==> config.mk <==
export PLATFORM = sky130hd
export DESIGN_NAME = memory_cycle
export DESIGN_NICKNAME = d
export VERILOG_FILES = /design/src/rtl/memory_cycle_pkg.sv /design/src/rtl/mw_pipe_reg.sv /design/src/rtl/memory_cycle.sv
export SDC_FILE = /design/constraint.sdc
export NUM_CORES = 1
export LEC_CHECK = 0
export BUFFER_PORTS_ARGS = -buffer_cell sky130_fd_sc_hd__buf_2
export CORE_AREA = 2 2 119 121
export DETAILED_ROUTE_END_ITERATION = 16
export DIE_AREA = 0 0 121 123
export PLACE_DENSITY_LB_ADDON = 0.15
export SYNTH_ARGS = -nofsm -noshare
export SYNTH_HDL_FRONTEND = slang
export SYNTH_SLANG_ARGS = --single-unit
==> constraint.sdc <==
create_clock -name clk -period 2.2 [get_ports clk]
set_input_delay 0.33 -clock clk [delete_from_list [all_inputs] [get_ports clk]]
set_output_delay 0.33 -clock clk [all_outputs]
set_load 0.005 [all_outputs]
==> src/rtl/memory_cycle_pkg.sv <==
// Shared types and constants for the memory (M) stage of the RISC-V pipeline.
package memory_cycle_pkg;

    typedef enum logic {
        IDLE = 1'b0,
        WAIT = 1'b1
    } state_e;

    localparam logic [1:0] WORD_ALIGN_MASK = 2'b11;

    function automatic logic is_misaligned(input logic [31:0] addr);
        return (addr[1:0] & WORD_ALIGN_MASK) != 2'b00;
    endfunction

endpackage

==> src/rtl/mw_pipe_reg.sv <==
// M/W pipeline register: loads the M-stage result or a bubble each cycle.
// ReadData has its own enable so it only changes on a completing load.
module mw_pipe_reg (
    input  logic        clk,
    input  logic        rst,
    input  logic        load_i,
    input  logic        rdata_en_i,
    input  logic        reg_write_i,
    input  logic        result_src_i,
    input  logic [4:0]  rd_i,
    input  logic [31:0] pc_plus4_i,
    input  logic [31:0] alu_result_i,
    input  logic [31:0] read_data_i,
    output logic        reg_write_o,
    output logic        result_src_o,
    output logic [4:0]  rd_o,
    output logic [31:0] pc_plus4_o,
    output logic [31:0] alu_result_o,
    output logic [31:0] read_data_o
);

    logic        reg_write_q, reg_write_d;
    logic        result_src_q, result_src_d;
    logic [4:0]  rd_q, rd_d;
    logic [31:0] pc_plus4_q, pc_plus4_d;
    logic [31:0] alu_result_q, alu_result_d;
    logic [31:0] read_data_q, read_data_d;

    // A bubble clears every field except ReadData, which simply holds.
    always_comb begin
        reg_write_d  = 1'b0;
        result_src_d = 1'b0;
        rd_d         = '0;
        pc_plus4_d   = '0;
        alu_result_d = '0;
        read_data_d  = rdata_en_i ? read_data_i : read_data_q;
        if (load_i) begin
            reg_write_d  = reg_write_i;
            result_src_d = result_src_i;
            rd_d         = rd_i;
            pc_plus4_d   = pc_plus4_i;
            alu_result_d = alu_result_i;
        end
    end

    always_ff @(posedge clk) begin
        if (!rst) begin
            reg_write_q  <= 1'b0;
            result_src_q <= 1'b0;
            rd_q         <= '0;
            pc_plus4_q   <= '0;
            alu_result_q <= '0;
            read_data_q  <= '0;
        end else begin
            reg_write_q  <= reg_write_d;
            result_src_q <= result_src_d;
            rd_q         <= rd_d;
            pc_plus4_q   <= pc_plus4_d;
            alu_result_q <= alu_result_d;
            read_data_q  <= read_data_d;
        end
    end

    assign reg_write_o  = reg_write_q;
    assign result_src_o = result_src_q;
    assign rd_o         = rd_q;
    assign pc_plus4_o   = pc_plus4_q;
    assign alu_result_o = alu_result_q;
    assign read_data_o  = read_data_q;

endmodule

==> src/rtl/memory_cycle.sv <==
// Memory stage: word load/store over a ready-handshaked bus with wait-state
// stalling, timeout abort and misalignment detection, feeding the M/W register.
module memory_cycle
    import memory_cycle_pkg::*;
#(
    parameter int TIMEOUT_CYCLES = 255
) (
    input  logic        clk,
    input  logic        rst,
    input  logic        RegWriteM,
    input  logic        MemWriteM,
    input  logic        ResultSrcM,
    input  logic [4:0]  RD_M,
    input  logic [31:0] PCPlus4M,
    input  logic [31:0] WriteDataM,
    input  logic [31:0] ALU_ResultM,
    output logic        dmem_req,
    output logic        dmem_we,
    output logic [31:0] dmem_addr,
    output logic [31:0] dmem_wdata,
    input  logic [31:0] dmem_rdata,
    input  logic        dmem_ready,
    output logic        StallM,
    output logic        RegWriteW,
    output logic        ResultSrcW,
    output logic [4:0]  RD_W,
    output logic [31:0] PCPlus4W,
    output logic [31:0] ALU_ResultW,
    output logic [31:0] ReadDataW,
    output logic        MisalignM,
    output logic        BusErrM
);

    localparam int             CW      = $clog2(TIMEOUT_CYCLES + 1);
    localparam logic [CW-1:0]  CNT_MAX = CW'(TIMEOUT_CYCLES);

    state_e        state_q, state_d;
    logic [CW-1:0] cnt_q, cnt_d;
    logic          misalign_q, misalign_d;
    logic          buserr_q, buserr_d;

    logic op, misaligned, abort;
    logic req_raw, mw_load, rdata_en;

    assign op         = MemWriteM | ResultSrcM;
    assign misaligned = op & is_misaligned(ALU_ResultM);
    assign abort      = (state_q == WAIT) && (cnt_q == CNT_MAX);

    always_ff @(posedge clk) begin
        if (!rst) begin
            state_q    <= IDLE;
            cnt_q      <= '0;
            misalign_q <= 1'b0;
            buserr_q   <= 1'b0;
        end else begin
            state_q    <= state_d;
            cnt_q      <= cnt_d;
            misalign_q <= misalign_d;
            buserr_q   <= buserr_d;
        end
    end

    always_comb begin
        state_d = state_q;
        cnt_d   = cnt_q;
        case (state_q)
            IDLE: begin
                if (op && !misaligned && !dmem_ready) begin
                    state_d = WAIT;
                    cnt_d   = CW'(1);
                end
            end
            WAIT: begin
                if (abort || dmem_ready) begin
                    state_d = IDLE;
                    cnt_d   = '0;
                end else begin
                    cnt_d = cnt_q + CW'(1);
                end
            end
            default: begin
                state_d = IDLE;
                cnt_d   = '0;
            end
        endcase
    end

    // The abort cycle drops the request, so a late ready is never seen.
    always_comb begin
        req_raw    = 1'b0;
        mw_load    = 1'b0;
        misalign_d = 1'b0;
        buserr_d   = 1'b0;
        case (state_q)
            IDLE: begin
                req_raw    = op & ~misaligned;
                mw_load    = ~op | (~misaligned & dmem_ready);
                misalign_d = misaligned;
            end
            WAIT: begin
                req_raw  = ~abort;
                mw_load  = ~abort & dmem_ready;
                buserr_d = abort;
            end
            default: ;
        endcase
    end

    assign rdata_en   = mw_load & req_raw & ResultSrcM & ~MemWriteM;
    assign dmem_req   = rst & req_raw;
    assign StallM     = rst & req_raw & ~dmem_ready;
    assign dmem_we    = MemWriteM;
    assign dmem_addr  = ALU_ResultM;
    assign dmem_wdata = WriteDataM;
    assign MisalignM  = misalign_q;
    assign BusErrM    = buserr_q;

    mw_pipe_reg u_mw (
        .clk          (clk),
        .rst          (rst),
        .load_i       (mw_load),
        .rdata_en_i   (rdata_en),
        .reg_write_i  (RegWriteM),
        .result_src_i (ResultSrcM),
        .rd_i         (RD_M),
        .pc_plus4_i   (PCPlus4M),
        .alu_result_i (ALU_ResultM),
        .read_data_i  (dmem_rdata),
        .reg_write_o  (RegWriteW),
        .result_src_o (ResultSrcW),
        .rd_o         (RD_W),
        .pc_plus4_o   (PCPlus4W),
        .alu_result_o (ALU_ResultW),
        .read_data_o  (ReadDataW)
    );

endmodule
After elaboration in Yosys (flattened, before gate mapping)
Index checks and enable logic that the tools add are counted.
- add/sub/neg operators: 1
- bitwise operators: 18
- mux-type cells: 8
- reductions and logical operators: 10
- eq/ne operators: 2
- operator list (kind ; count):
    $mux W8 ; 2
    $pmux W8 S2 ; 1
    $and A1 B1 Y1 ; 9
    $add A8 B1 Y8 const B ; 1
    $eq A8 B8 Y1 const B ; 1
    $not A1 Y1 ; 7
    $pmux W1 S2 ; 3
    $reduce_and A2 Y1 ; 2
    $logic_and A1 B1 Y1 ; 3
    $logic_not A1 Y1 ; 2
    $mux W1 ; 2
    $ne A2 B2 Y1 const B ; 1
    $or A1 B1 Y1 ; 2
    $reduce_bool A2 Y1 ; 1
    $reduce_or A2 Y1 ; 1
    $logic_or A1 B1 Y1 ; 1
- word-level logic and storage cells: 49
- register bits: 114
- input port bits: 139
- output and inout port bits: 172

Depth between registers and ports, before layout
Gate-level depths: netlist of run 1.
- depth after elaboration: 9
- depth in mapped cells: 7

By module
From an unflattened synthesis of run 1, not the netlist that was laid out.
- cell total of the unflattened synthesis: 399
- area total of the unflattened synthesis: 4279.1 um2
- by module, submodules not included (module ; times used ; cells an instance ; area each (um2)):
    mw_pipe_reg ; 1 ; 260 ; 3183.1
    memory_cycle ; 1 ; 139 ; 1096.1

Least setup slack after synthesis of run 1
OpenSTA, ideal clock, no wires.
- path type: register to output
- start point: register cnt_q[0]
- end point: output StallM
- cell stages (with the launch flop): 7
- data arrival time: 1353 ps
- data required time: 1870 ps
- path slack: 517 ps
- cells stage by stage: dfxtp_1 -> ha_1 -> nand3_1 -> o21a_1 -> buf_6 -> o21a_1 -> and2_1
- longest elaborated chain between the ends: 6
- ends and longest elaborated chain (what ; line ; source):
    start, declared ; memory_cycle.sv:38 ; logic [CW-1:0] cnt_q, cnt_d;
    start signal, assigned ; memory_cycle.sv:57 ; cnt_q <= cnt_d;
    $eq A8 B8 Y1 ; memory_cycle.sv:47 ; assign abort = (state_q == WAIT) && (cnt_q == CNT_MAX);
    $logic_and A1 B1 Y1 ; memory_cycle.sv:47 ;
    $not A1 Y1 ; memory_cycle.sv:101 ; req_raw = ~abort;
    $pmux W1 S2 ; memory_cycle.sv:94 ; case (state_q)
    $and A1 B1 Y1 ; -- ;
    via dmem_req ; memory_cycle.sv:17 ; output logic dmem_req,
    $and A1 B1 Y1 ; memory_cycle.sv:111 ; assign StallM = rst & req_raw & ~dmem_ready;
    end, declared ; memory_cycle.sv:23 ; output logic StallM,
The timed path passes the listed nets, and every way through them passes these cells.

Final worst setup path of run 1
- start point: register cnt_q[0]
- end point: output StallM
- longest elaborated chain between the ends: 6
- ends and longest elaborated chain (what ; line):
    $eq A8 B8 Y1 ; memory_cycle.sv:47
    $logic_and A1 B1 Y1 ; memory_cycle.sv:47
    $not A1 Y1 ; memory_cycle.sv:101
    $pmux W1 S2 ; memory_cycle.sv:94
    $and A1 B1 Y1 (2 in series) ; memory_cycle.sv:111
No other way between the ends.

==> results of run 1 <==
==> through the flow <==
step | utilization (%) | cell area (um2) | hold WS [ns]
global placement | 38.58 | 5251 | 0.4560
global route | 43.38 | 5904 | 0.09510
floorplan | - | 4342 | 0.4492
finish | 43.38 | 5904 | 0.1092
CTS | 43.21 | 5882 | 0.09358
detailed placement | 38.58 | 5251 | 0.4668
==> kinds of logic after synthesis <==
family | count (synthesis) | synth area share, %
adders and majority gates | 1 | 0.2881
and+or+nand+nor | 104 | 14.67
xor gates and xnor gates | 1 | 0.2018
buffers and inverters | 100 | 15.27
DFF | 114 | 52.56
AOI/OAI and AO/OA | 121 | 17.00
==> per-layer routing <==
layer	vias to the layer above	share of wire [%]	routed length, um
li1	1796	-	-
met1	1712	41	5005
met2	215	44	5341
met3	20	12	1472
met4	0	2.1	259
met5	-	0	0
==> path summary, 6_finish.rpt <==
path                                                        start                                end  slack (ns)  cells after the start
worst max-delay path                        cnt_q[0]$_SDFFE_PN0P_                             StallM        0.14                      6
worst min-delay path                                  PCPlus4M[1]      u_mw.pc_plus4_o[1]$_SDFF_PN0_        0.11                      2
worst max register to register                 state_q$_SDFF_PN0_   u_mw.read_data_o[6]$_SDFFE_PN0P_        0.42                      3
worst min register to register  u_mw.read_data_o[16]$_SDFFE_PN0P_  u_mw.read_data_o[16]$_SDFFE_PN0P_        0.47                      2
==> power groups by stage <==
stage / registers [mW] / clock network (mW) / logic, mW
global route: 2.16 / 3.06 / 0.408
finish: 2.15 / 2.89 / 0.366
CTS: 2.15 / 2.96 / 0.373
global placement: 2.19 / 0 / 0.370
detailed placement: 2.19 / 0 / 0.373
floorplan: 2.20 / 0 / 0.211
==> synthesized netlist by cell type, drive strengths merged <==
master	instances	area, um2
o22ai	1	6.260
buf	72	553.0
nor3	2	10.01
inv	4	15.01
o21ai	36	180.2
or4	1	7.510
a31o	2	17.52
nand3	3	15.01
a31oi	2	12.51
ha	1	12.51
nor4	2	12.51
nor3b	1	7.510
o21a	2	15.01
and3b	1	8.760
and2	74	462.9
nand2b	1	6.260
dfxtp	114	2282
nand2	5	18.77
and3	1	6.260
xnor2	1	8.760
a41oi	1	8.760
a211o	1	8.760
o2111ai	2	17.52
nand4	3	33.78
o21bai	1	7.510
o211ai	35	262.8
a21oi	36	183.9
nor2	6	22.52
or2	1	6.260
o211a	1	10.01
a211oi	1	7.510
clkbuf	24	95.09
or3	3	18.77
==> sequential cells by signal, summed over array words and instances, names as in the netlist <==
register / cells
BusErrM: 1
MisalignM: 1
cnt_q: 8
state_q: 1
u_mw.alu_result_o: 32
u_mw.pc_plus4_o: 32
u_mw.rd_o: 5
u_mw.read_data_o: 32
u_mw.reg_write_o: 1
u_mw.result_src_o: 1
==> final cells by class <==
| cell class | instances | area [um2] | area share [%] |
|---|---|---|---|
| Sequential cell | 114 | 2286 | 38.72 |
| Clock inverter | 13 | 182.7 | 3.094 |
| Tap cell | 180 | 225.2 | 3.814 |
| Timing Repair Buffer | 254 | 1316 | 22.29 |
| Inverter | 4 | 15.01 | 0.2543 |
| Multi-Input combinational cell | 227 | 1436 | 24.33 |
| Clock buffer | 19 | 442.9 | 7.502 |
==> repair_timing <==
action,in CTS,in global routing
gates resized for setup,1,6
endpoints found under the setup margin,1,1
buffers inserted,0,0
==> worst reg2reg max path, stage by stage, from the launching register on <==
cell and delay, ns:
dfxtp_1 0.40, o21ai_2 0.90, o21ai_0 0.20, a21oi_1 0.20
==> metrics.txt, run 1 <==
maximum level of the CTS H-tree=4; Wirelength per Cell=~15 um; drt initial violations=190; Sw Pwr=between 1 and 1.5 mW; post-synthesis sequential area ratio=approximately 53%; crit path launch type=flop; Max Clk Rate=a little under 500 MHz; Worst Path Class, Setup=reg -> out; GRT Overall Usage=15.77%; FP Rows=43; total negative slack=0 ns; Initial Util=around a third; buffers and inverters on the worst path=1; yosys warns=0; Placeable Area=between 10000 and 15000 um2; total wire length=around 12000 um; Synth Register Bits=between 100 and 150; Slew Limit Fails=0; Final setup violation count=0; leakage power total=~2.8 nW; GR peak layer=met2; total power=between 5 and 6 mW; Worst Clk Skew=between 0.015 and 0.02 ns; Num CTS Buffers=17; outcome=complete, no violations; dpl hpwl=approximately 8700 um; Crit path max-delay family=compound AO/OA/AOI/OAI gates; met3 GRT Util=between 9 and 10%; Setup WS post-layout=roughly 0.14 ns; routability-driven placement congestion ratio=between 0.7 and 0.8; Final ANT Viol Nets=0; critical path's most frequent cell=o21a_1; Max FO, Critical Path=5; Clk pwr share=between 50% and 60%; vias=approximately 3700; die area=roughly 15000 um2; fraction of layout cells with a size suffix above 1=a little under half; worst vdd rail ir drop=about 0.0005 V; Root Driver=clkbuf_16; crit-path cells=ha_4, nand3_2, o21a_1, o21a_1, and2_1, buf_2; Post-Syn Nets=about 580; most common cell after layout, fill and taps aside=buf_2; unrepaired setup endpoints after global routing=false; vias in the first global route=around 3500; Worst-path clk slew=0.05 ns; Critical Path End Type=primary output; CTS max path bufs=2; TritonCTS Sinks=roughly 110; die height=roughly 120 um; Non-Filler Instances=between 800 and 900; Syn Std Cell Area=4342 um2; Int Power=4.237 mW; synth unique cells=39; largest net degree at the start of global routing=36; Comb pwr share=under 10%; sequential power share=a little under 40%; Worst-Margin Slew=roughly 1.1 ns; sw frac=between 20 and 25%; vias per cell=4.615; Residual DRC=0; slowest stage delay, CP=0.37 ns; CP arrival=~1.7 ns; hold bufs inserted after CTS=0; CTS tree=yes; initial antenna violation count=0; Final Hold Fails=0; Hold Crit Class=in -> reg; synthesis-to-layout area growth=35.99%; Power Density=between 900 and 1000 nW/um2; Detailed Routing Iterations Pass 1=4; first-pass GRT wire length=roughly 18000 um; pre-CTS setup slack=~0.24 ns; period utilization=a little over nine tenths; Post-Synthesis Cells=roughly 440; Die Width=approximately 120 um; MaxCap Viol Count=0; Top-Level Pins=roughly 310; met1 Use GR=~19%; placed cell count=779; GR Layer Usage met2=around 22%; Mean Syn Cell Area=about 9.8 um2; leading cell types in the layout, fill and taps excluded=buf_2 (246), dfxtp_1 (111), and2_1 (74); GRT Residual Overflow=0; clk_lat worst skew=0.42 ns; required time of the critical path=about 1.9 ns; slew margin rel.=a little over a quarter; crit path max-delay cell type=dfxtp_2; final critical-path required period=between 2 and 2.5 ns; total of fill cells in the finished design=1374; fin nets=758; I/O Buffers=between 200 and 250; ant diodes=0
Power figures use the tool's default switching activity.
==> inputs of run 2 (changes only) <==
--- a/config.mk
+++ b/config.mk
@@ -6,10 +6,11 @@
 export NUM_CORES = 1
 export LEC_CHECK = 0
 export BUFFER_PORTS_ARGS = -buffer_cell sky130_fd_sc_hd__buf_2
-export CORE_AREA = 2 2 119 121
+export CORE_AREA = 2 2 122 124
 export DETAILED_ROUTE_END_ITERATION = 16
-export DIE_AREA = 0 0 121 123
+export DIE_AREA = 0 0 124 126
 export PLACE_DENSITY_LB_ADDON = 0.15
 export SYNTH_ARGS = -nofsm -noshare
 export SYNTH_HDL_FRONTEND = slang
+export SYNTH_HIERARCHICAL = 1
 export SYNTH_SLANG_ARGS = --single-unit
==> metrics.txt, run 2 <==
hold depth=2 (unchanged); CTS max path bufs=2 (unchanged); FP Rows=44 (+2.3%); ant diodes=0 (unchanged); total power=5.208 mW (-3.7%); synthesis-to-layout area growth=35.85%; Worst Clk Skew=0.007297 ns (-0.007922 ns); CP arrival=1.77 ns (+0.04 ns); TritonCTS Sinks=114 (unchanged); vias=3385 (-9.6%); Syn Std Cell Area=4279 um2 (-1.4%); most numerous cell in the Yosys netlist=dfxtp_1; required time of the critical path=1.87 ns (about the same); Synth Register Bits=114 (unchanged); Final ANT Viol Nets=0 (unchanged); R2R depth=9 (+6); Power Density=895.9 nW/um2 (-2.2%); post-synthesis sequential area ratio=53.33% (+0.77 points); Die Width=124 um (+2.5%); routability-driven placement congestion ratio=0.7393 (-3.2%); initial antenna violation count=0 (unchanged); total wire length=11790 um (-2.4%); fraction of layout cells with a size suffix above 1=48.75% (+1.7 points); asr flop ratio synth=0% (unchanged); leading cell types in the layout, fill and taps excluded=buf_2 (246), dfxtp_1 (114), and3_1 (72); GRT Overall Usage=14.93% (-0.84 points); die height=126 um (+2.4%); Worst-Margin Slew=0.5540 ns (-0.5452 ns); dpl hpwl=8619 um (-1.2%); Root Driver=clkbuf_16; Final setup violation count=0 (unchanged); maximum level of the CTS H-tree=4 (unchanged); synth unique cells=38 (-2.6%); unrepaired setup endpoints after global routing=true; top post-synthesis cells by area=dfxtp_1 (53%), buf_4 (12%), and3_1 (11%), mux2i_1 (7.5%), nor2b_1 (5.0%); Max Clk Rate=476.1 MHz (-1.7%); Util after Layout=40.61% (-2.8 points); Yosys top cell area share=53.33% (+0.77 points); clk_lat worst skew=0.41 ns (about the same); largest net degree at the start of global routing=53 (+47%); fin nets=728 (-4.0%); Mean Syn Cell Area=10.72 um2 (+8.9%); die area=15620 um2 (+5.0%); Num CTS Buffers=17 (unchanged); Slew Limit Fails=0 (unchanged); Worst-path clk slew=0.06 ns (about the same); drt initial violations=118 (-38%); cell taking the most area after synthesis=dfxtp_1; vias per cell=4.312 (-6.6%); first-pass GRT wire length=17420 um (-2.7%); Max FO, Critical Path=4 (-1); outcome=complete, no violations; Initial Util=29.90% (-2.0 points); leakage power total=2.984 nW (+6.4%); Worst Path Class, Setup=reg -> out; slew margin rel.=62.67% (+36 points); worst vdd rail ir drop=0.0004598 V (-6.3%); Area after DPL=5199 um2 (-1.0%); I/O Buffers=246 (unchanged); crit-path cells=ha_1, and4_2, a21oi_2, nor2_1, nor3b_2, buf_2; period utilization=95.47% (+1.7 points); GRT Residual Overflow=0 (unchanged); most common cell after layout, fill and taps aside=buf_2; Hold Crit Class=in -> reg; Top-Level Pins=311 (unchanged); vias in the first global route=3390 (-3.6%); main flop type after synthesis=dfxtp_1; Critical Path End Type=primary output; Final Hold Fails=0 (unchanged); final critical-path required period=2.100 ns (+0.03653 ns); Final Cell Area=5813 um2 (-1.5%); slowest stage delay, CP=0.33 ns (-0.04 ns); most instantiated cells after synthesis=dfxtp_1 (114), and3_1 (72), buf_4 (66); yosys warns=6 (+6); Post-Synthesis Cells=399 (-9.5%); Residual DRC=0 (unchanged); crit path launch type=flop; Post-Syn Nets=539 (-7.2%); Detailed Routing Iterations Pass 1=4 (unchanged); Post-synth EDFFs=0 (unchanged); Wirelength per Cell=15.02 um (+0.86%); Placeable Area=14310 um2 (+5.2%); CTS tree=yes; crit path max-delay cell type=dfxtp_1; MaxCap Viol Count=0 (unchanged)
==> run 2: cell families after synthesis <==
kind of cell	after synthesis	share of synthesized area, %
xor+xnor	1	0.2047
mux	32	7.485
buf+inv	91	15.41
fa+ha+maj	1	0.2924
flops	114	53.33
simple gates	137	19.77
compound gates	23	3.509
==> run 2: critical path, delay by kind of cell (launching register included) <==
| family | cells | cell delay, ns |
|---|---|---|
| fa+ha+maj | 1 | 0.22 |
| flops | 1 | 0.33 |
| simple gates | 3 | 0.55 |
| compound gates | 1 | 0.14 |
| buf+inv | 1 | 0.13 |
==> run 2: path summary, 6_finish.rpt <==
| path | startpoint | endpoint | slack, ns |
|---|---|---|---|
| worst max-delay path | cnt_q[0]$_SDFFE_PN0P_ | StallM | 0.1 |
| worst min-delay path | RD_M[0] | u_mw/rd_o[0]$_SDFF_PN0_ | 0.16 |
| worst max register to register | cnt_q[0]$_SDFFE_PN0P_ | u_mw/read_data_o[5]$_SDFFE_PN0P_ | 0.14 |
| worst min register to register | u_mw/read_data_o[28]$_SDFFE_PN0P_ | u_mw/read_data_o[28]$_SDFFE_PN0P_ | 0.51 |
==> run 2: timing repair <==
| action | 4_1_cts | 5_1_grt |
|---|---|---|
| gates cloned | 0 | 1 |
| endpoints found under the hold margin | 0 | 0 |
| setup buffers | 0 | 1 |
| pin swaps | 1 | 1 |
| gates resized for setup | 1 | 2 |
| hold buffers | 0 | 0 |
| endpoints found under the setup margin | 1 | 21 |
==> run 2: cell type report <==
| type | instances | area [um2] |
|---|---|---|
| flip-flops and latches | 114 | 2282 |
| multi-input cells | 194 | 1365 |
| clock buffers | 21 | 450.4 |
| fillers | 1442 | 8501 |
| well taps | 184 | 230.2 |
| clock inverters | 11 | 131.4 |
| repair buffers | 258 | 1343 |
| inverters | 3 | 11.26 |
==> run 2: where the power goes <==
group          total (mW)  internal (mW)  switching (mW)
sequential           2.15           2.13          0.0172
combinational       0.377          0.196           0.181
clock                2.68           1.70           0.980
==> run 2: layer usage <==
layer  track usage [%]  share of wire (%)  routed length, um  vias to the layer above
li1                  -                  -                  -                     1669
met1             15.98                 39               4565                     1540
met2             25.63                 50               5854                      148
met3             5.978                9.5               1124                       28
met4             6.675                2.1                248                        0
met5                 0                  0                  0                        -
==> run 2: per-stage QoR <==
step / hold WS [ns] / TNS [ns] / setup slack (ns) / cells
after floorplan: 0.4061 / 0 / 0.2479 / 399
after global placement: 0.4923 / 0 / 0.1574 / 751
after detailed placement: 0.5004 / 0 / 0.08460 / 751
after CTS: 0.1341 / 0 / 0.01396 / 783
after global routing: 0.1356 / -0.01315 / -0.01081 / 785
final: 0.1559 / 0 / 0.09965 / 785
